==> src/rtl/nfu_zero_elim_pkg.sv <==
// Shared types and sizes for the NFU-1A zero-elimination scheduler and mux stage.
// A slot holds one brick plus its per-lane consumed bits and window-last flag.
package nfu_zero_elim_pkg;

    localparam int unsigned BIT_WIDTH = 16;
    localparam int unsigned Tn        = 16;
    localparam int unsigned TnxTn     = Tn * Tn;
    localparam int unsigned SEL_WIDTH = 1;
    localparam int unsigned CNT_WIDTH = 16;

    typedef logic [Tn-1:0][BIT_WIDTH-1:0] brick_t;

    typedef struct packed {
        logic          valid;
        brick_t        data;
        logic [Tn-1:0] cons;
        logic          last;
    } slot_t;

    function automatic logic [Tn-1:0] live_mask(input slot_t s);
        logic [Tn-1:0] m;
        m = '0;
        for (int i = 0; i < Tn; i++) begin
            m[i] = (s.data[i] != '0) && !s.cons[i];
        end
        return m;
    endfunction

    // A brick with nothing left to contribute is dropped unless it closes the window.
    function automatic logic slot_dead(input slot_t s);
        return (live_mask(s) == '0) && !s.last;
    endfunction

endpackage

==> src/rtl/nfu_1a_lane_sel.sv <==
// One lane of the scheduler: decides whether the lookahead value replaces a
// zero (or consumed) current value, and whether the lane yields an operand.
module nfu_1a_lane_sel
    import nfu_zero_elim_pkg::*;
(
    input  logic [BIT_WIDTH-1:0] i_cur_data,
    input  logic                 i_cur_cons,
    input  logic [BIT_WIDTH-1:0] i_la_data,
    input  logic                 i_la_cons,
    input  logic                 i_lau,
    output logic                 o_sel,
    output logic                 o_mask
);

    logic w_cur_live;
    logic w_la_live;

    assign w_cur_live = (i_cur_data != '0) && !i_cur_cons;
    assign w_la_live  = (i_la_data != '0) && !i_la_cons;
    assign o_sel      = !w_cur_live && i_lau && w_la_live;
    assign o_mask     = w_cur_live || o_sel;

endmodule

==> src/rtl/nfu_1a_sched_d1_w0.sv <==
// Two-slot (current + lookahead) brick scheduler feeding the D=1/W=0 NFU-1A muxes.
// Fills current-brick zeros from the same lane of the lookahead and drops dead bricks.
module nfu_1a_sched_d1_w0
    import nfu_zero_elim_pkg::*;
(
    input  logic                       clk,
    input  logic                       rst,
    input  logic                       i_in_valid,
    output logic                       o_in_ready,
    input  logic [BIT_WIDTH*Tn-1:0]    i_in_brick,
    input  logic                       i_in_last,
    output logic                       o_out_valid,
    input  logic                       i_out_ready,
    output logic [BIT_WIDTH*Tn-1:0]    o_cur_inputs,
    output logic [BIT_WIDTH*Tn-1:0]    o_repl_cands,
    output logic [SEL_WIDTH*TnxTn-1:0] o_sel_lines,
    output logic [Tn-1:0]              o_lane_mask,
    output logic                       o_last,
    output logic [CNT_WIDTH-1:0]       o_skip_count
);

    slot_t                r_cur;
    slot_t                r_la;
    logic [CNT_WIDTH-1:0] r_skip;

    slot_t                w_cur_nxt;
    slot_t                w_la_nxt;
    slot_t                w_la_upd;
    slot_t                w_in_slot;
    logic [1:0]           w_skip_inc;
    logic [CNT_WIDTH:0]   w_skip_sum;
    logic [CNT_WIDTH-1:0] w_skip_nxt;
    logic [Tn-1:0]        w_sel;
    logic [Tn-1:0]        w_mask;
    logic                 w_lau;
    logic                 w_fire;
    logic                 w_acc;

    assign w_lau       = r_la.valid && !r_cur.last;
    assign o_out_valid = r_cur.valid && (r_la.valid || r_cur.last);
    assign w_fire      = o_out_valid && i_out_ready;
    assign o_in_ready  = !r_la.valid || w_fire;
    assign w_acc       = i_in_valid && o_in_ready;
    assign w_in_slot   = '{valid: 1'b1, data: i_in_brick, cons: '0, last: i_in_last};

    for (genvar gi = 0; gi < Tn; gi++) begin : g_lane
        nfu_1a_lane_sel u_lane_sel (
            .i_cur_data (r_cur.data[gi]),
            .i_cur_cons (r_cur.cons[gi]),
            .i_la_data  (r_la.data[gi]),
            .i_la_cons  (r_la.cons[gi]),
            .i_lau      (w_lau),
            .o_sel      (w_sel[gi]),
            .o_mask     (w_mask[gi])
        );

        assign o_cur_inputs[gi*BIT_WIDTH +: BIT_WIDTH] = r_cur.cons[gi] ? '0 : r_cur.data[gi];
        assign o_repl_cands[gi*BIT_WIDTH +: BIT_WIDTH] = w_lau ? r_la.data[gi] : '0;

        // Select is broadcast along the row: every mux (i, j) follows lane i.
        for (genvar gj = 0; gj < Tn; gj++) begin : g_sel_col
            assign o_sel_lines[(gi*Tn+gj)*SEL_WIDTH +: SEL_WIDTH] = SEL_WIDTH'(w_sel[gi]);
        end
    end

    assign o_lane_mask  = w_mask;
    assign o_last       = r_cur.last;
    assign o_skip_count = r_skip;

    always_comb begin
        w_la_upd      = r_la;
        w_la_upd.cons = r_la.cons | w_sel;
    end

    always_comb begin
        w_cur_nxt  = r_cur;
        w_la_nxt   = r_la;
        w_skip_inc = 2'd0;
        if (!r_cur.valid) begin
            if (w_acc) begin
                if (slot_dead(w_in_slot)) begin
                    w_skip_inc = w_skip_inc + 2'd1;
                end else begin
                    w_cur_nxt = w_in_slot;
                end
            end
        end else if (w_fire) begin
            w_cur_nxt = '0;
            w_la_nxt  = '0;
            if (r_la.valid && !slot_dead(w_la_upd)) begin
                w_cur_nxt = w_la_upd;
                if (w_acc) begin
                    w_la_nxt = w_in_slot;
                end
            end else begin
                if (r_la.valid) begin
                    w_skip_inc = w_skip_inc + 2'd1;
                end
                // With the lookahead gone, the incoming brick heads straight for CUR.
                if (w_acc) begin
                    if (slot_dead(w_in_slot)) begin
                        w_skip_inc = w_skip_inc + 2'd1;
                    end else begin
                        w_cur_nxt = w_in_slot;
                    end
                end
            end
        end else if (w_acc) begin
            w_la_nxt = w_in_slot;
        end
    end

    assign w_skip_sum = {1'b0, r_skip} + (CNT_WIDTH+1)'(w_skip_inc);
    assign w_skip_nxt = w_skip_sum[CNT_WIDTH] ? '1 : w_skip_sum[CNT_WIDTH-1:0];

    always_ff @(posedge clk or posedge rst) begin
        if (rst) begin
            r_cur  <= '0;
            r_la   <= '0;
            r_skip <= '0;
        end else begin
            r_cur  <= w_cur_nxt;
            r_la   <= w_la_nxt;
            r_skip <= w_skip_nxt;
        end
    end

endmodule

==> config.mk <==
export PLATFORM = sky130hd
export DESIGN_NAME = nfu_1a_sched_d1_w0
export DESIGN_NICKNAME = d
export VERILOG_FILES = /design/src/rtl/nfu_zero_elim_pkg.sv /design/src/rtl/nfu_1a_lane_sel.sv /design/src/rtl/nfu_1a_sched_d1_w0.sv
export SDC_FILE = /design/constraint.sdc
export NUM_CORES = 2
export LEC_CHECK = 0
export ABC_AREA = 1
export CAP_MARGIN = 20
export CORE_AREA = 3 3 413 415
export DETAILED_ROUTE_END_ITERATION = 8
export DIE_AREA = 0 0 416 418
export HOLD_SLACK_MARGIN = 0.05
export PLACE_DENSITY = 0.55
export SYNTH_ARGS = -nofsm -noshare
export SYNTH_HDL_FRONTEND = slang
export SYNTH_SLANG_ARGS = --single-unit
==> constraint.sdc <==
create_clock -name clk -period 17.7 [get_ports clk]
set_clock_uncertainty 0.1 [all_clocks]
set_input_delay 3.54 -clock clk [delete_from_list [all_inputs] [get_ports clk]]
set_output_delay 3.54 -clock clk [all_outputs]
set_load 0.03 [all_outputs]
; Word-level counts from Yosys, hierarchy flattened
; Index checks and enable logic that the tools add are counted.
; Widths: inputs -> output; s select.
[word_totals]
reg_bits = 564
input_bits = 261
out_inout_bits = 803
wordCells = 327
[classes]
n_addsub = 2
n_eq_ne = 2
n_mux = 55
n_bitwise = 1
n_reduce_logical = 228
[op_table]
columns = cell, count
row1 = $mux 274, 11
row2 = $reduce_bool 16->1, 48
row3 = $mux 16, 33
row4 = $logic_and 1x1->1, 87
row5 = $logic_not 1->1, 69
row6 = $logic_not 16->1, 2
row7 = $logic_or 1x1->1, 18
row8 = $mux 2, 9
row9 = $add 16x2->17, 1
row10 = $or 16x16->16, 1
row11 = $reduce_bool 2->1, 2
row12 = $reduce_and 3->1, 1
row13 = $add 2x1->2 const B, 1
row14 = $mux 1, 2
row15 = $ne 2x1->1 const B, 1
row16 = $ne 2x2->1 const B, 1
row17 = $reduce_and 2->1, 1

; Logic depth before layout (Yosys ltp)
[logic_depth]
depth_word = 23
depth_mapped = 29
ltp_nobuf = 27

; Modules after synthesis
; A second synthesis with hierarchy kept.
[unflattened]
cells_unflattened = 6147
hier_area_um2 = 38431.9
[by_module_without_submodules]
columns = mod, n_inst, cells_each, area_each_um2
row1 = nfu_1a_sched_d1_w0, 1, 5539, 35969.5
row2 = nfu_1a_lane_sel, 16, 38, 153.9

; Worst setup path before layout
; No wires, ideal clock.
[synth_timing]
path_type = input -> output
from = input port i_out_ready
to = output port o_in_ready
arrival_ns = 3.931
slack_ns = 10.129
stages = 2
path_buffers = 0
path_cell_list = nand2_2 nand2_1
[synth_between]
elab_chain_cells = 2
[synth_rtl]
columns = item, line_no
row1 = start: declaration, nfu_1a_sched_d1_w0.sv:13  ; input logic i_out_ready,
row2 = $logic_and 1x1->1, nfu_1a_sched_d1_w0.sv:41  ; assign w_fire = o_out_valid && i_out_ready;
row3 = $logic_or 1x1->1, nfu_1a_sched_d1_w0.sv:42  ; assign o_in_ready = !r_la.valid || w_fire;
row4 = end: declaration, nfu_1a_sched_d1_w0.sv:9  ; output logic o_in_ready,
; No other way between the ends.

; Final worst setup path
; Same ends and word-level chain as after synthesis.

==> results.tsv <==
metric	value	unit
min_period	8800	ps
die-area	174000	sq um
rows	150	
vias_per_cell	4.87	
drt_iter0_markers	4482	
grt_overflow	0	
powerDensity	186	nW/um^2
cts_hold_buf	0	
cell_internal_pwr	4.36	mW
yosysUniqueCellTypes	35	
syn_nets	5755	
drv_cap	0	
vdd_ir_drop_max	0.120	mV
grt_pass1_wl	275000	microns
min_path_type	register to register	
fp.dieW	416	microns
area_delta_synth_final	35.2	%
cts_tree	done	
cts-root-buf	clkbuf_16	
die_h	418	microns
synth-seq-area-share	38.0	%
fin_crit_sh	49.7	%
n_fill_cell	18200	
worst_pin_slew	1400	ps
rsz0062_at_grt	false	
status	finished clean	
syn_area	36100	sq um
layout_commonest_cell	nand3_1	
initial_core_util	21.6	%
yosys_warnings	0	
grt_max_degree	177	
ys_top_cells_by_area	dfrtp_1 38%, nand3_1 19%, nand2_1 11%	
p_switching	4.72	mW
htreeDepth	3	
final_nets	6297	
mostFrequentLayoutCells	1368 x nand3_1, 1063 x clkdlybuf4s50_1, 1019 x nand2_1, 792 x nor2_1, 682 x inv_1	
clock_sinks	548	
clock_latency	660	ps
worstSetupEndpointType	output port	
io_buffers	1063	
yosys_register_bits	548	
p_clk_share	16.9	%
core_area	167000	sq um
wire_per_inst	22.8	microns
ant_nets	0	
path_max_fanout	13	
p_leak	22.2	nW
dp_cells	8159	
share_comb_of_total_power	60.0	%
fin_cells	8311	
final_max_slew_viol_count	0	
wl	189000	microns
drt_first_pass_iters	8	
ctsResizeCount	0	
grt_pass1_vias	38700	
yosys.area.top_type	dfrtp_1	
antenna_found_initial	28	
fmax	114	MHz
tns	0	ps
grt_usage	20.9	%
clk_path_buf_depth	3	
hold_viol_final	0	
syn_inst	5490	
dp_hpwl	131000	microns
synth_top_area_share	38.0	%
post_cts_buffers	0	
netSwitchingFraction	52.0	%
setup_viol	0	
cp.required	14060	ps
path_class	input pin to output port	
sequentialPowerShare	23.1	%
seqCellArea	13700	sq um
multi_input_area	16100	sq um
drc	0	
ioPinCount	1064	
gp_congestion	0.921	
cts_made_buffers	74	
slew_headroom	6.81	%
drive_above_1_share	3.30	%
cts.clk_slew.worst_paths	60	ps
vias	40500	
avgSynthCellArea	6.57	sq um
cp_data_arrival_time	5160	ps
crit_path_start_kind	input pin	
## worst paths after layout
path | slack (ps) | cells after the start | from | end
min | 380 | 2 | r_la[224] | r_la[224]
max reg2reg | 11630 | 24 | r_la[273] | o_skip_count[10]
min in group asynchronous | 3330 | 3 | rst | r_la[132]
min reg2reg | 380 | 2 | r_la[224] | r_la[224]
max in group asynchronous | 10980 | 6 | rst | r_la[44]
max | 8900 | 4 | i_out_ready | o_in_ready
## synth_stat cells (all sizes together)
cell type / number
ha: 3
a21boi: 1
or2: 4
and3: 1
and2: 2
o21bai: 1
a21oi: 13
inv: 690
nor3: 23
o211ai: 2
clkbuf: 169
nand2: 1026
nand3b: 1
a31oi: 1
dfrtp: 548
clkinv: 1
nor2: 796
buf: 486
fa: 1
o22ai: 1
nand4: 74
nand3: 1368
nor4: 51
o21ai: 227
## metrics by stage
stage / cell area [sq um] / setup slack [ps] / hold slack [ps] / total power, mW / utilization (%)
2_1_floorplan: 36100 / 6600 / 349 / 5.30 / -
3_3_place_gp: 46300 / 7950 / 361 / 7.50 / 27.7
3_5_place_dp: 46300 / 8320 / 365 / 7.55 / 27.7
4_1_cts: 48700 / 8880 / 380 / 9.13 / 29.2
5_1_grt: 48800 / 8610 / 396 / 9.63 / 29.2
6_report: 48800 / 8900 / 376 / 9.08 / 29.2
## worst max-delay path, stage by stage
cell             delay, ps
clkdlybuf4s50_1        570
nand2_8                140
nand2_1                150
clkdlybuf4s50_1        750
## layer usage
layer	routed length, microns	GRT usage [%]	vias to the layer above	share of wire [%]
li1	-	-	18300	-
met1	74800	26.3	19700	40
met2	91000	34.7	2153	48
met3	13800	3.29	351	7.3
met4	9690	10.2	2	5.1
met5	7	0	-	0.0037
## layout make-up
class                   instances  area share [%]
multi-input cells            3596            32.9
inverters                     691            5.40
clock buffers                 106            4.44
flip-flops and latches        548            28.1
clock inverters                23           0.498
repair buffers               1121            22.8
diodes                         22           0.113
well taps                    2204            5.65
## power groups by stage
stage | registers [mW] | clock network (mW) | logic, mW
after global placement | 2.10 | 0 | 5.40
after detailed placement | 2.11 | 0 | 5.44
final | 2.10 | 1.54 | 5.45
after global routing | 2.15 | 1.62 | 5.86
after CTS | 2.09 | 1.58 | 5.47
after floorplan | 2.00 | 0 | 3.29
## sequential cells by signal (all words and copies together), names as in the netlist
register      flops
o_skip_count     16
r_cur           273
o_last            1
r_la            258
## cells by family (layout without fill, tap and decap cells)
group | count (synthesis) | after routing | share of synthesized area (%)
adder cells (fa/ha/maj) | 4 | 4 | 0.160
AND/OR/NAND/NOR | 3346 | 3346 | 40.6
flip-flops | 548 | 548 | 38.0
other | 0 | 22 | 0
buffers and inverters | 1346 | 1941 | 17.7
AO/OA/AOI/OAI | 246 | 246 | 3.45
(Power assumes the default switching activity.)
